$ cat src/rtl/alu.sv
// alu: two-operand ALU with a combinational result/flag path and two
// independently loaded output registers.
//
// Ports:
//   clk      - clock; registers update on the rising edge
//   rst_n    - asynchronous active-low reset; clears C and status
//   val_A    - operand A
//   val_B    - operand B
//   ALU_op   - 00 add, 01 sub, 10 AND, 11 NOT B
//   load_c   - capture ALU_out into C
//   load_s   - capture {Z,N,V} into status
//   ALU_out  - combinational result
//   Z, N, V  - combinational zero / negative / signed-overflow flags
//   C        - registered result
//   status   - registered flags {Z,N,V}
module alu #(
  parameter int unsigned WIDTH = 16
) (
  input  logic             clk,
  input  logic             rst_n,
  input  logic [WIDTH-1:0] val_A,
  input  logic [WIDTH-1:0] val_B,
  input  logic [1:0]       ALU_op,
  input  logic             load_c,
  input  logic             load_s,
  output logic [WIDTH-1:0] ALU_out,
  output logic             Z,
  output logic             N,
  output logic             V,
  output logic [WIDTH-1:0] C,
  output logic [2:0]       status
);

  localparam logic [1:0] OpAdd = 2'b00;
  localparam logic [1:0] OpSub = 2'b01;
  localparam logic [1:0] OpAnd = 2'b10;
  localparam logic [1:0] OpNot = 2'b11;

  logic [WIDTH-1:0] result;
  logic             ovf;
  logic             a_msb, b_msb, r_msb;

  logic [WIDTH-1:0] c_d, c_q;
  logic [2:0]       status_d, status_q;

  assign a_msb = val_A[WIDTH-1];
  assign b_msb = val_B[WIDTH-1];
  assign r_msb = result[WIDTH-1];

  always_comb begin
    result = '0;
    ovf    = 1'b0;
    unique case (ALU_op)
      OpAdd: begin
        result = val_A + val_B;
        // Same-sign operands producing a result of the other sign.
        ovf    = (a_msb == b_msb) && (r_msb != a_msb);
      end
      OpSub: begin
        result = val_A - val_B;
        // Opposite-sign operands producing a result whose sign differs from A.
        ovf    = (a_msb != b_msb) && (r_msb != a_msb);
      end
      OpAnd: result = val_A & val_B;
      OpNot: result = ~val_B;
      default: begin
        result = '0;
        ovf    = 1'b0;
      end
    endcase
  end

  assign ALU_out = result;
  assign Z       = (result == '0);
  assign N       = r_msb;
  assign V       = ovf;

  always_comb begin
    c_d      = load_c ? result : c_q;
    status_d = load_s ? {Z, N, V} : status_q;
  end

  always_ff @(posedge clk or negedge rst_n) begin
    if (!rst_n) begin
      c_q      <= '0;
      status_q <= 3'b000;
    end else begin
      c_q      <= c_d;
      status_q <= status_d;
    end
  end

  assign C      = c_q;
  assign status = status_q;

endmodule

$ cat config.mk
export PLATFORM = sky130hd
export DESIGN_NAME = alu
export DESIGN_NICKNAME = d
export VERILOG_FILES = /design/src/rtl/alu.sv
export SDC_FILE = /design/constraint.sdc
export NUM_CORES = 1
export LEC_CHECK = 0
export CAP_MARGIN = 20
export CORE_MARGIN = 8
export CORE_UTILIZATION = 44
export DETAILED_ROUTE_END_ITERATION = 6
export PLACE_DENSITY = 0.75
export SETUP_SLACK_MARGIN = 0.1
export SYNTH_ARGS = -nofsm -noshare
export SYNTH_HDL_FRONTEND = slang
export SYNTH_SLANG_ARGS = --single-unit
$ cat constraint.sdc
create_clock -name clk -period 9.2 [get_ports clk]
set_input_delay 1.38 -clock clk [delete_from_list [all_inputs] [get_ports clk]]
set_output_delay 1.38 -clock clk [all_outputs]
set_load 0.01 [all_outputs]
=== After elaboration in Yosys (flattened, before gate mapping) ===
Cells that the tools add are included.

* Flip-flop bits (word level): 19
* Input port bits: 38
* Output and inout port bits: 38
* Word-level logic and storage cells: 18

* Add/sub/neg operators: 2
* Equality and inequality tests: 6
* Muxes and demuxes: 2
* Bitwise logic cells: 2
* Reduce and logical (&&, ||, !) cells: 4

{| class="wikitable"
|+ Operators with widths
! operator !! number
|-
| $pmux W16 S4 || 1
|-
| $add A16 B16 Y16 || 1
|-
| $and A16 B16 Y16 || 1
|-
| $logic_not A16 Y1 || 1
|-
| $not A16 Y16 || 1
|-
| $sub A16 B16 Y16 || 1
|-
| $eq A2 B2 Y1 const B || 2
|-
| $eq A2 B1 Y1 const B || 1
|-
| $logic_and A1 B1 Y1 || 2
|-
| $logic_not A2 Y1 || 1
|-
| $ne A1 B1 Y1 || 2
|-
| $pmux W1 S2 || 1
|-
| $eq A1 B1 Y1 || 1
|}

=== Logic depth before layout (Yosys ltp) ===
* Depth in word-level cells: 5
* Depth in mapped cells: 14
* Depth with buffers taken out: 14

=== Worst setup path after synthesis ===
No wires, ideal clock.

* Path type: input to output
* Start point: in ALU_op[1]
* End point: out Z
* Data arrival time: 4.427 ns
* Required time: 7.820 ns
* Path slack: 3.393 ns
* Cell stages on the path: 14
* Path buffers: 3
* Cell sequence: buf_1 clkbuf_1 nor2_1 clkbuf_1 nor2_1 xnor2_1 ha_1 nor2b_1 o31ai_1 a211o_1 a21oi_1 xnor2_1 a41oi_1 nor4_1

* Cells in the longest elaborated chain, start to end: 3
* Elaborated cells between the ends (all ways): 6
* Those cells by class: 3 x eq/ne; 1 x mux; 2 x reduce/logical

{| class="wikitable"
|+ RTL lines
! element !! RTL line !! text
|-
| start, declared || 23 || <nowiki>input logic [1:0] ALU_op,</nowiki>
|-
| $eq A2 B2 Y1 (tied with other cells) || 53 || <nowiki>unique case (ALU_op)</nowiki>
|-
| $pmux W16 S4 * || 53 ||
|-
| $logic_not A16 Y1 * || 74 || <nowiki>assign Z = (result == '0);</nowiki>
|-
| end, declared || 27 || <nowiki>output logic Z,</nowiki>
|}

Mark *: on every way between the ends. The rest lies on a longest branch, timed or not.

=== Worst setup path in the final report ===
* Start point: in ALU_op[0]
* End point: out Z

Same word-level chain as after synthesis.

==> impl_metrics.yaml <==
outcome:
  run_status: "completed"
grt:
  met3_usage: 0.03217
  grt_pass1_wl_um: 11490
  grt_pass1_vias: 2307
  groute.usage.overall: 0.1806
  busiest_layer: "met2"
  grt_use_met1: 0.2472
  grt_max_degree: 32
  grtUsageMet2: 0.2875
  gr-total-overflow: 0
  antenna_found_initial: 0
cells_and_area:
  final_cells: 429
  num_antenna_cells: 0
  area_growth_pct: 35.67
  fin_nets: 417
  layout_common_cells: "clkdlybuf4s50_1, a21oi_1, nor2_1, dfrtp_1, xnor2_1"
  final_common_cell: "clkdlybuf4s50_1"
  final_area_um2: 3227
  drive_gt1_frac: 0.08635
floorplan:
  dieArea_um2: 8015
  placementRows: 26
  die_w_um: 89.53
  die_y_um: 89.53
  io_pins: 76
  start_util: 0.4598
  coreArea_um2: 5172
worst_setup_path:
  startpoint_type: "input port"
  path_cells: "clkdlybuf4s50_1, inv_2, nor2_1, mux2_2, fa_1, nor2b_1, o31ai_1, a2111oi_0, nor3_1, nor3_1, nand4_1, nor4_1, clkdlybuf4s50_1"
  r2r_start: "C[15]$_DFFE_PN0P_"
  rr_endpoint: "C[15]$_DFFE_PN0P_"
  path_class: "in -> out"
  crit_slowest_cell: "clkdlybuf4s50_1"
  rrSetupSlack_ns: 8.43
  endpoint_kind: "output port"
  crit_family: "buffers and inverters"
  crit_start: "ALU_op[0]"
  required_ns: 7.82
  worstPathMaxFanout: 19
  critical_path_buf_inv_count: 3
  reg2reg_depth: 1
  crit_path_max_incr_delay_ns: 0.86
  cp.arrival_ns: 6.18
synth:
  syn_area_per_cell_um2: 8.230
  synth.top_cell.area_share: 0.1999
  synth_top_family_by_area: "compound AO/OA/AOI/OAI gates"
  synth_area_leader_cell: "dfrtp_1"
  seq_area_frac_synth: 0.1999
  ys_seq_elements: 19
  synth_xor_area_frac: 0.08101
  synth_ff_type: "dfrtp_1"
  syn-cell-area_um2: 2379
  netlist_instances: 289
  yosysWarnings: 0
  synth-edff-count: 0
  yosysUniqueCellTypes: 57
  synth_mux_area_frac: 0.1120
  synthAdderAreaFrac: 0.1031
  synth_compound_area_frac: 0.2536
  synthArstFlopShare: 1.000
  syn_nets: 346
  synthTopCellsByArea: "dfrtp_1, ha_1, mux2_2"
  synth-simple-area-share: 0.2041
placement:
  routabilityCongestion: 0.8604
  dpl_cell_area_um2: 3182
  port_buffers: 75
  dp_cells: 425
  place.detailed.hpwl_um: 5875
timing:
  fin_crit_sh: 0.8221
  setup_viol: 0
  tns_ns: 0
  period_minus_slack_ns: 7.563
  tightestPinTransition_ns: 0.8151
  fmax_mhz: 132.2
  finalHoldViolCount: 0
  finalMaxSlewViolations: 0
  slew_headroom: 0.4546
  skew_ns: 0
  rsz0062_at_grt: "no"
min_path:
  hold_depth: 2
  hp-class: "reg -> reg"
  holdCritStartpoint: "status[2]$_DFFE_PN0P_"
  min_to: "status[2]$_DFFE_PN0P_"
detailed_routing:
  ant_nets: 0
  vias: 2462
  wl_per_cell_um: 16.70
  drt_iter0_drc: 179
  routed_wl_um: 7166
  viasPerCell: 5.739
  drc: 0
  firstDrtPassIters: 4
clocking:
  post_cts.repair.setup_buffers: 0
  cts_tree: "yes"
  root_buffer: "clkbuf_8"
  cts_htree_levels: 1
  clk-insertion-delay-late_ns: 0.25
  clock_path_buffers: 2
  cts_hold_buf: 0
  cts_buffers: 3
  cts_resized: 0
  path_clk_slew_ns: 0.06
  cts_sinks: 19
pwr:
  peakVddDrop_mv: 0.1497
  pwr_density_cell_nw_per_um2: 135.1
  p_leak_nw: 1.287
job:
  maxCapViolations: 0
flip-flops by register name, summed over array words and instances (netlist names):
signal and flops:
C 16, status 3
final cells by class:
type | count | area, um^2
fill | 454 | 1946
multi-input combinational | 242 | 1793
timing repair buffer | 76 | 758.2
sequential | 19 | 475.5
tap | 70 | 87.58
inverter | 18 | 67.56
clock buffer | 4 | 45.04
layer usage:
layer	routed length, um	part of all wire
met3	591	0.082
met4	55	0.0077
met2	3190	0.45
met1	3328	0.46
met5	0	0
cells by family (layout without fill, tap and decap cells):
group | after synthesis | in the layout
and+or+nand+nor | 91 | 91
DFF | 19 | 19
buffers and inverters | 28 | 98
adders and majority gates | 19 | 19
AOI/OAI and AO/OA | 86 | 86
xor gates and xnor gates | 22 | 22
muxes | 24 | 24
where the power goes:
part           leakage [nW]  switching [mW]  internal (mW)  total (mW)
clock                0.0228          0.0239         0.0307      0.0546
sequential            0.229         0.00869          0.101       0.110
combinational          1.04           0.133          0.138       0.271
total                  1.29           0.166          0.270       0.436
synth_stat cells (4+ instances only):
cell type / count
o21ai_0: 9
nor2b_1: 4
a21o_1: 6
nand2_1: 18
clkbuf_1: 6
a31oi_1: 6
inv_1: 17
nor3_1: 11
mux2_2: 18
xnor2_1: 19
ha_1: 18
nand3_1: 10
mux2i_1: 5
nand4_1: 4
nand3b_1: 4
o31ai_1: 4
o21a_1: 11
nor2_1: 21
a21oi_1: 22
dfrtp_1: 19
tightest hold or removal path: stages (launching register included):
cell	delay (ns)
dfrtp_1	0.34
nand2_1	0.06
o31ai_1	0.06
metrics by stage:
step	power [mW]	utilization	setup slack, ns	hold slack [ns]
after global routing	0.4679	0.6239	1.205	0.5202
final	0.4358	0.6239	1.637	0.4951
after global placement	0.3775	0.6151	1.764	0.4765
after detailed placement	0.3824	0.6151	1.567	0.4841
after CTS	0.4397	0.6239	1.584	0.5028
after floorplan	0.2611	-	3.393	0.5183
worst max path at each step:
stage          depth (start not counted)  slack [ns]  end
3_3_place_gp                          13        1.76    Z
4_1_cts                               13        1.58    Z
6_report                              13        1.64    Z
5_1_grt                               13        1.21    Z
3_5_place_dp                          13        1.57    Z
2_1_floorplan                         14        3.39    Z
No activity file was read; power rests on OpenSTA's default activity.
